==> config.mk <==
export PLATFORM = sky130hd
export DESIGN_NAME = s2c_bcd_conv_flat
export DESIGN_NICKNAME = d
export VERILOG_FILES = /design/src/rtl/s2c_bcd_conv_if.sv /design/src/rtl/s2c_bcd_conv.sv /design/src/flat_wrapper.sv
export SDC_FILE = /design/constraint.sdc
export NUM_CORES = 1
export LEC_CHECK = 0
export ABC_CLOCK_PERIOD_IN_PS = 1900
export BUFFER_PORTS_ARGS = -buffer_cell sky130_fd_sc_hd__buf_2
export CORE_MARGIN = 2
export CORE_UTILIZATION = 40
export DETAILED_ROUTE_END_ITERATION = 12
export SETUP_SLACK_MARGIN = 0.3
export SYNTH_ARGS = -nofsm -noshare
export SYNTH_HDL_FRONTEND = slang
export SYNTH_SLANG_ARGS = --single-unit
==> constraint.sdc <==
create_clock -name clk -period 1.9 [get_ports clk]
set_input_delay 0.19 -clock clk [delete_from_list [all_inputs] [get_ports clk]]
set_output_delay 0.19 -clock clk [all_outputs]
set_load 0.1 [all_outputs]
==> src/rtl/s2c_bcd_conv_if.sv <==
// Handshake and result bundle between the result producer, the BCD converter
// and the seven-segment digit multiplexer.
interface s2c_bcd_conv_if #(
  parameter int W  = 10,
  parameter int ND = 3
) ();
  logic                start;
  logic signed [W-1:0] value;
  logic                ovf_in;
  logic                busy;
  logic                done;
  logic                neg;
  logic [4*ND-1:0]     bcd;
  logic                err;
  logic [ND-1:0]       blank;

  modport master (
    output start, value, ovf_in,
    input  busy, done, neg, bcd, err, blank
  );

  modport slave (
    input  start, value, ovf_in,
    output busy, done, neg, bcd, err, blank
  );
endinterface

==> src/rtl/s2c_bcd_conv.sv <==
// Two's-complement to sign + packed BCD converter, iterative double dabble.
// Optional leading-zero blank mask enabled with `define S2C_BCD_BLANK_EN.
module s2c_bcd_conv #(
  parameter int W  = 10,
  parameter int ND = 3
) (
  input logic           clk,
  input logic           reset,
  s2c_bcd_conv_if.slave bus
);
  localparam int CNT_W = $clog2(W + 1);
  localparam int BW    = 4 * ND;
  localparam logic [W-1:0]     ONE   = W'(1);
  localparam logic [CNT_W-1:0] CNT_1 = CNT_W'(1);

  typedef enum logic [1:0] {IDLE, ABS, SHIFT, DONE} state_t;

  state_t              state, state_n;
  logic signed [W-1:0] val_cap;
  logic                ovf_cap;
  logic [W-1:0]        mag;
  logic [BW-1:0]       scratch;
  logic [BW-1:0]       scratch_adj;
  logic [CNT_W-1:0]    cnt;

  logic                busy_r;
  logic                done_r;
  logic                neg_r;
  logic                err_r;
  logic [BW-1:0]       bcd_r;

  // Magnitude kept in W unsigned bits, so the most negative input maps to 2^(W-1).
  function automatic logic [W-1:0] abs_mag(input logic signed [W-1:0] v);
    logic [W-1:0] u;
    u = v;
    return u[W-1] ? (~u + ONE) : u;
  endfunction

  function automatic logic [BW-1:0] add3(input logic [BW-1:0] s);
    logic [BW-1:0] r;
    r = s;
    for (int i = 0; i < ND; i++) begin
      if (s[4*i +: 4] >= 4'd5) r[4*i +: 4] = s[4*i +: 4] + 4'd3;
    end
    return r;
  endfunction

`ifdef S2C_BCD_BLANK_EN
  // Digit 0 is never blanked so a zero result still shows one "0".
  function automatic logic [ND-1:0] blank_mask(input logic [BW-1:0] d);
    logic [ND-1:0] m;
    logic          zero_above;
    m          = '0;
    zero_above = 1'b1;
    for (int i = ND - 1; i >= 1; i--) begin
      zero_above = zero_above && (d[4*i +: 4] == 4'd0);
      m[i]       = zero_above;
    end
    return m;
  endfunction

  logic [ND-1:0] blank_r;
`endif

  assign scratch_adj = add3(scratch);

  always_ff @(posedge clk or posedge reset) begin
    if (reset) state <= IDLE;
    else       state <= state_n;
  end

  always_comb begin
    state_n = state;
    unique case (state)
      IDLE:    if (bus.start) state_n = ABS;
      ABS:     state_n = SHIFT;
      SHIFT:   if (cnt == CNT_1) state_n = DONE;
      DONE:    state_n = IDLE;
      default: state_n = IDLE;
    endcase
  end

  always_ff @(posedge clk or posedge reset) begin
    if (reset) begin
      val_cap <= '0;
      ovf_cap <= 1'b0;
      mag     <= '0;
      scratch <= '0;
      cnt     <= '0;
      busy_r  <= 1'b0;
      done_r  <= 1'b0;
      neg_r   <= 1'b0;
      err_r   <= 1'b0;
      bcd_r   <= '0;
`ifdef S2C_BCD_BLANK_EN
      blank_r <= '0;
`endif
    end else begin
      done_r <= 1'b0;
      unique case (state)
        IDLE: begin
          if (bus.start) begin
            val_cap <= bus.value;
            ovf_cap <= bus.ovf_in;
            busy_r  <= 1'b1;
          end
        end
        ABS: begin
          mag     <= abs_mag(val_cap);
          scratch <= '0;
          cnt     <= CNT_W'(W);
        end
        SHIFT: begin
          // Correction is applied before the shift in the same cycle.
          scratch <= {scratch_adj[BW-2:0], mag[W-1]};
          mag     <= {mag[W-2:0], 1'b0};
          cnt     <= cnt - CNT_1;
        end
        DONE: begin
          bcd_r   <= scratch;
          neg_r   <= val_cap[W-1];
          err_r   <= ovf_cap;
`ifdef S2C_BCD_BLANK_EN
          blank_r <= blank_mask(scratch);
`endif
          done_r  <= 1'b1;
          busy_r  <= 1'b0;
        end
        default: ;
      endcase
    end
  end

  assign bus.busy = busy_r;
  assign bus.done = done_r;
  assign bus.neg  = neg_r;
  assign bus.err  = err_r;
  assign bus.bcd  = bcd_r;
`ifdef S2C_BCD_BLANK_EN
  assign bus.blank = blank_r;
`else
  assign bus.blank = '0;
`endif

endmodule

==> src/flat_wrapper.sv <==
// flat-port wrapper written by rule: the top's interface ports become plain ports
module s2c_bcd_conv_flat 
#(
  parameter int W  = 10,
  parameter int ND = 3
)
  (clk, reset, bus_start, bus_value, bus_ovf_in, bus_busy, bus_done, bus_neg, bus_bcd, bus_err, bus_blank);
  s2c_bcd_conv_if #(.W(W), .ND(ND)) bus_i ();
  input logic clk;
  input logic reset;
  input wire logic [$bits(bus_i.start)-1:0] bus_start;
  input wire logic [$bits(bus_i.value)-1:0] bus_value;
  input wire logic [$bits(bus_i.ovf_in)-1:0] bus_ovf_in;
  output wire logic [$bits(bus_i.busy)-1:0] bus_busy;
  output wire logic [$bits(bus_i.done)-1:0] bus_done;
  output wire logic [$bits(bus_i.neg)-1:0] bus_neg;
  output wire logic [$bits(bus_i.bcd)-1:0] bus_bcd;
  output wire logic [$bits(bus_i.err)-1:0] bus_err;
  output wire logic [$bits(bus_i.blank)-1:0] bus_blank;
  assign bus_i.start = bus_start;
  assign bus_i.value = bus_value;
  assign bus_i.ovf_in = bus_ovf_in;
  assign bus_busy = bus_i.busy;
  assign bus_done = bus_i.done;
  assign bus_neg = bus_i.neg;
  assign bus_bcd = bus_i.bcd;
  assign bus_err = bus_i.err;
  assign bus_blank = bus_i.blank;
  s2c_bcd_conv #(.W(W), .ND(ND)) u_core (.clk(clk), .reset(reset), .bus(bus_i));
endmodule
==> metrics <==
syn_area_per_cell 11.3 sq um; met3 wire length 186 um; Initial DRC Count 50; Inserted Diodes 0; min-delay worst type primary input to flop; Setup Skew 5.93 ps; clk slew on worst S/H paths 90 ps; final WL 4830 um; final period utilization 85.8%; final instance area 3100 sq um; dpl cell area 2900 sq um; metal1 wirelength 2200 um; Synth Instances 233; CTS sink count 55; die width 85.3 um; via/cell ratio 5.25; Worst Setup End Kind flop; gp weighted congestion 0.784; required time of the critical path 2120 ps; mux cell area share after synthesis 14.2%; cell area after synthesis 2640 sq um; fin cells 347; count leader, synth dfrtp_1; final hold viol count 0; CP Cell Sequence or4_1 > nor4_2 > a21oi_1 > a21oi_1; post-synth top area cell dfrtp_1; Worst path max stage delay 590 ps; Cells after DPL 336; metal2 WL 2410 um; CTS tree yes; first-pass GRT wire length 8690 um; top post-synthesis cells by count dfrtp_1 (55), mux2_2 (28), inv_1 (19); Inserted Clock Buffers 5; top sig layer met4; Slowest-stage cell, CP or4_1; worst vdd ir 0.826 mV; H-tree levels 2; DR WL/cell 13.9 um; CP Class flop to flop; buffer depth of the longest clock path 2; I/O pin total 33; antenna violation net count after detailed routing 0; PD cells 1720 nW/um^2; setup violators final 0; Post-Synth XOR/XNOR Area 3.32%; fill count 599; Core Box Area 6390 sq um; clk root buf clkbuf_8; CP most frequent cell a21oi_1; maxcap violations 0; vias in the first global route 1856; drc violations 0; Nets 295; Netlist cell types 35; post-synthesis compound-gate area fraction 11.6%; fraction of layout cells with a size suffix above 1 34.1%; via count 1823; sequential cell area fraction in the yosys report 52.1%; drt pass-1 iters 4; simple-gate share of the synthesized area 7.86%; post-synthesis adder-cell area fraction 5.68%; setup TNS 0 ps; startpoint types flop; RSZ-0062 raised after global routing true; post-synthesis register bit count 55; Final Critical Period 1630 ps; CP max FO 6; Yosys Warn Count 0; post-synthesis async set-or-reset flop share 100%; worst skew pair latency 300 ps; Starting Density 41.4%; Die ar. 7270 sq um; Worst Path Arrival 1850 ps; Port Buf Inserts 29; EDFF count, synth 0; Final Slew Violations 0; row count 29; Leak 1.47 nW; gr usage total 14.7%; Detailed Place HPWL 3340 um; largest family of logic cells by synthesized area multiplexers; top cell type's share of synthesized area 52.1%; top_reg_cell synth dfrtp_1; largest net degree at the start of global routing 56; outcome completed; gr ovfl total 0; Layout area overhead 17.3%; Max Clock Freq 0.613 GHz; ranking of synthesized cells by area dfrtp_1 (52%), mux2_2 (12%), ha_1 (5.7%), inv_1 (2.7%), o21ai_0 (2.5%); Die Ht 85.3 um; initial antenna violation count 0
registers in the layout, indices dropped and copies added, names as in the netlist:
name,count
u_core.mag,10
u_core.bus.bcd,12
u_core.state,2
u_core.bus.busy,1
u_core.ovf_cap,1
u_core.scratch,12
u_core.val_cap,10
u_core.bus.err,1
u_core.bus.neg,1
u_core.bus.done,1
u_core.cnt,4
through the flow:
step                setup slack, ps  hold WS (ps)  util (%)  total power, mW
global placement                255           265      45.5             4.40
detailed placement              220           272      45.5             4.47
CTS                             267           105      47.7             5.25
floorplan                       324           340         -             3.83
global route                    163          95.2      48.5             5.78
finish                          270           117      48.5             5.34
logic make-up after synthesis:
kind of cell | Yosys count
compound gates | 48
xor+xnor | 10
fa+ha+maj | 12
buf+inv | 32
flops | 55
mux | 34
other cells | 1
simple gates | 41
critical path, delay by kind of cell, from the launching register on:
kind / cells / cell delay [ps]
and+or+nand+nor: 2 / 880
DFF: 1 / 460
AOI/OAI and AO/OA: 2 / 210
report_power, final:
part,total (mW),switching (mW),internal (mW)
logic,2.75,1.67,1.08
clock network,0.692,0.359,0.333
registers,1.89,0.329,1.57
total,5.34,2.36,2.98
path summary, 6_finish.rpt:
path                            cells past startpoint  slack, ps                          start                       endpoint
min in group asynchronous                           4        480                          reset  u_core.bus.bcd[2]$_DFFE_PP0P_
worst max-delay path                                4        270  u_core.val_cap[4]$_DFFE_PP0P_      u_core.mag[9]$_DFFE_PP0P_
worst min register to register                      1        500      u_core.cnt[3]$_DFFE_PP0P_      u_core.cnt[3]$_DFFE_PP0P_
max in group asynchronous                           4       1160                          reset  u_core.val_cap[2]$_DFFE_PP0P_
worst max register to register                      4        270  u_core.val_cap[4]$_DFFE_PP0P_      u_core.mag[9]$_DFFE_PP0P_
worst min-delay path                                2        120                   bus_value[9]  u_core.val_cap[9]$_DFFE_PP0P_
routing by layer:
metal	global-route usage, %	vias to the layer above
li1	-	879
met1	18.9	898
met2	24.9	41
met3	3.21	5
met4	4.62	0
met5	0	-
cell usage in the layout, fill, tap and decap left out, types with 2 or more instances in the layout:
cell,n
buf_4,7
xor2_1,5
a22oi_1,3
nor2_1,3
buf_2,29
nand2_1,12
nand2_2,2
dfrtp_2,3
o22ai_1,6
dfrtp_1,52
mux2i_1,6
xnor2_1,5
inv_2,2
clkbuf_8,7
nor3_1,5
nand3_1,6
a22o_1,3
o21ai_0,12
o21ai_1,4
inv_1,16
mux2_2,28
a21oi_2,3
o221ai_1,2
nor2b_1,2
conb_1,3
ha_1,11
nand2b_1,5
a31oi_1,3
a21oi_1,6
final cells by class:
cell class / instances / area, sq um / area share, %
repair buffers: 40 / 254 / 8.20
well taps: 77 / 96.3 / 3.11
clock buffers: 8 / 100 / 3.23
inverters: 19 / 73.8 / 2.38
flip-flops and latches: 55 / 1380 / 44.5
multi-input cells: 148 / 1190 / 38.5
what timing repair did:
item / 4_1_cts / 5_1_grt
resized for setup: 5 / 16
endpoints found under the hold margin: 55 / 0
buffers inserted: 2 / 0
hold buffers: 1 / 0
setup endpoints to repair: 4 / 25
pin swaps: 0 / 0
(Power assumes the default switching activity.)
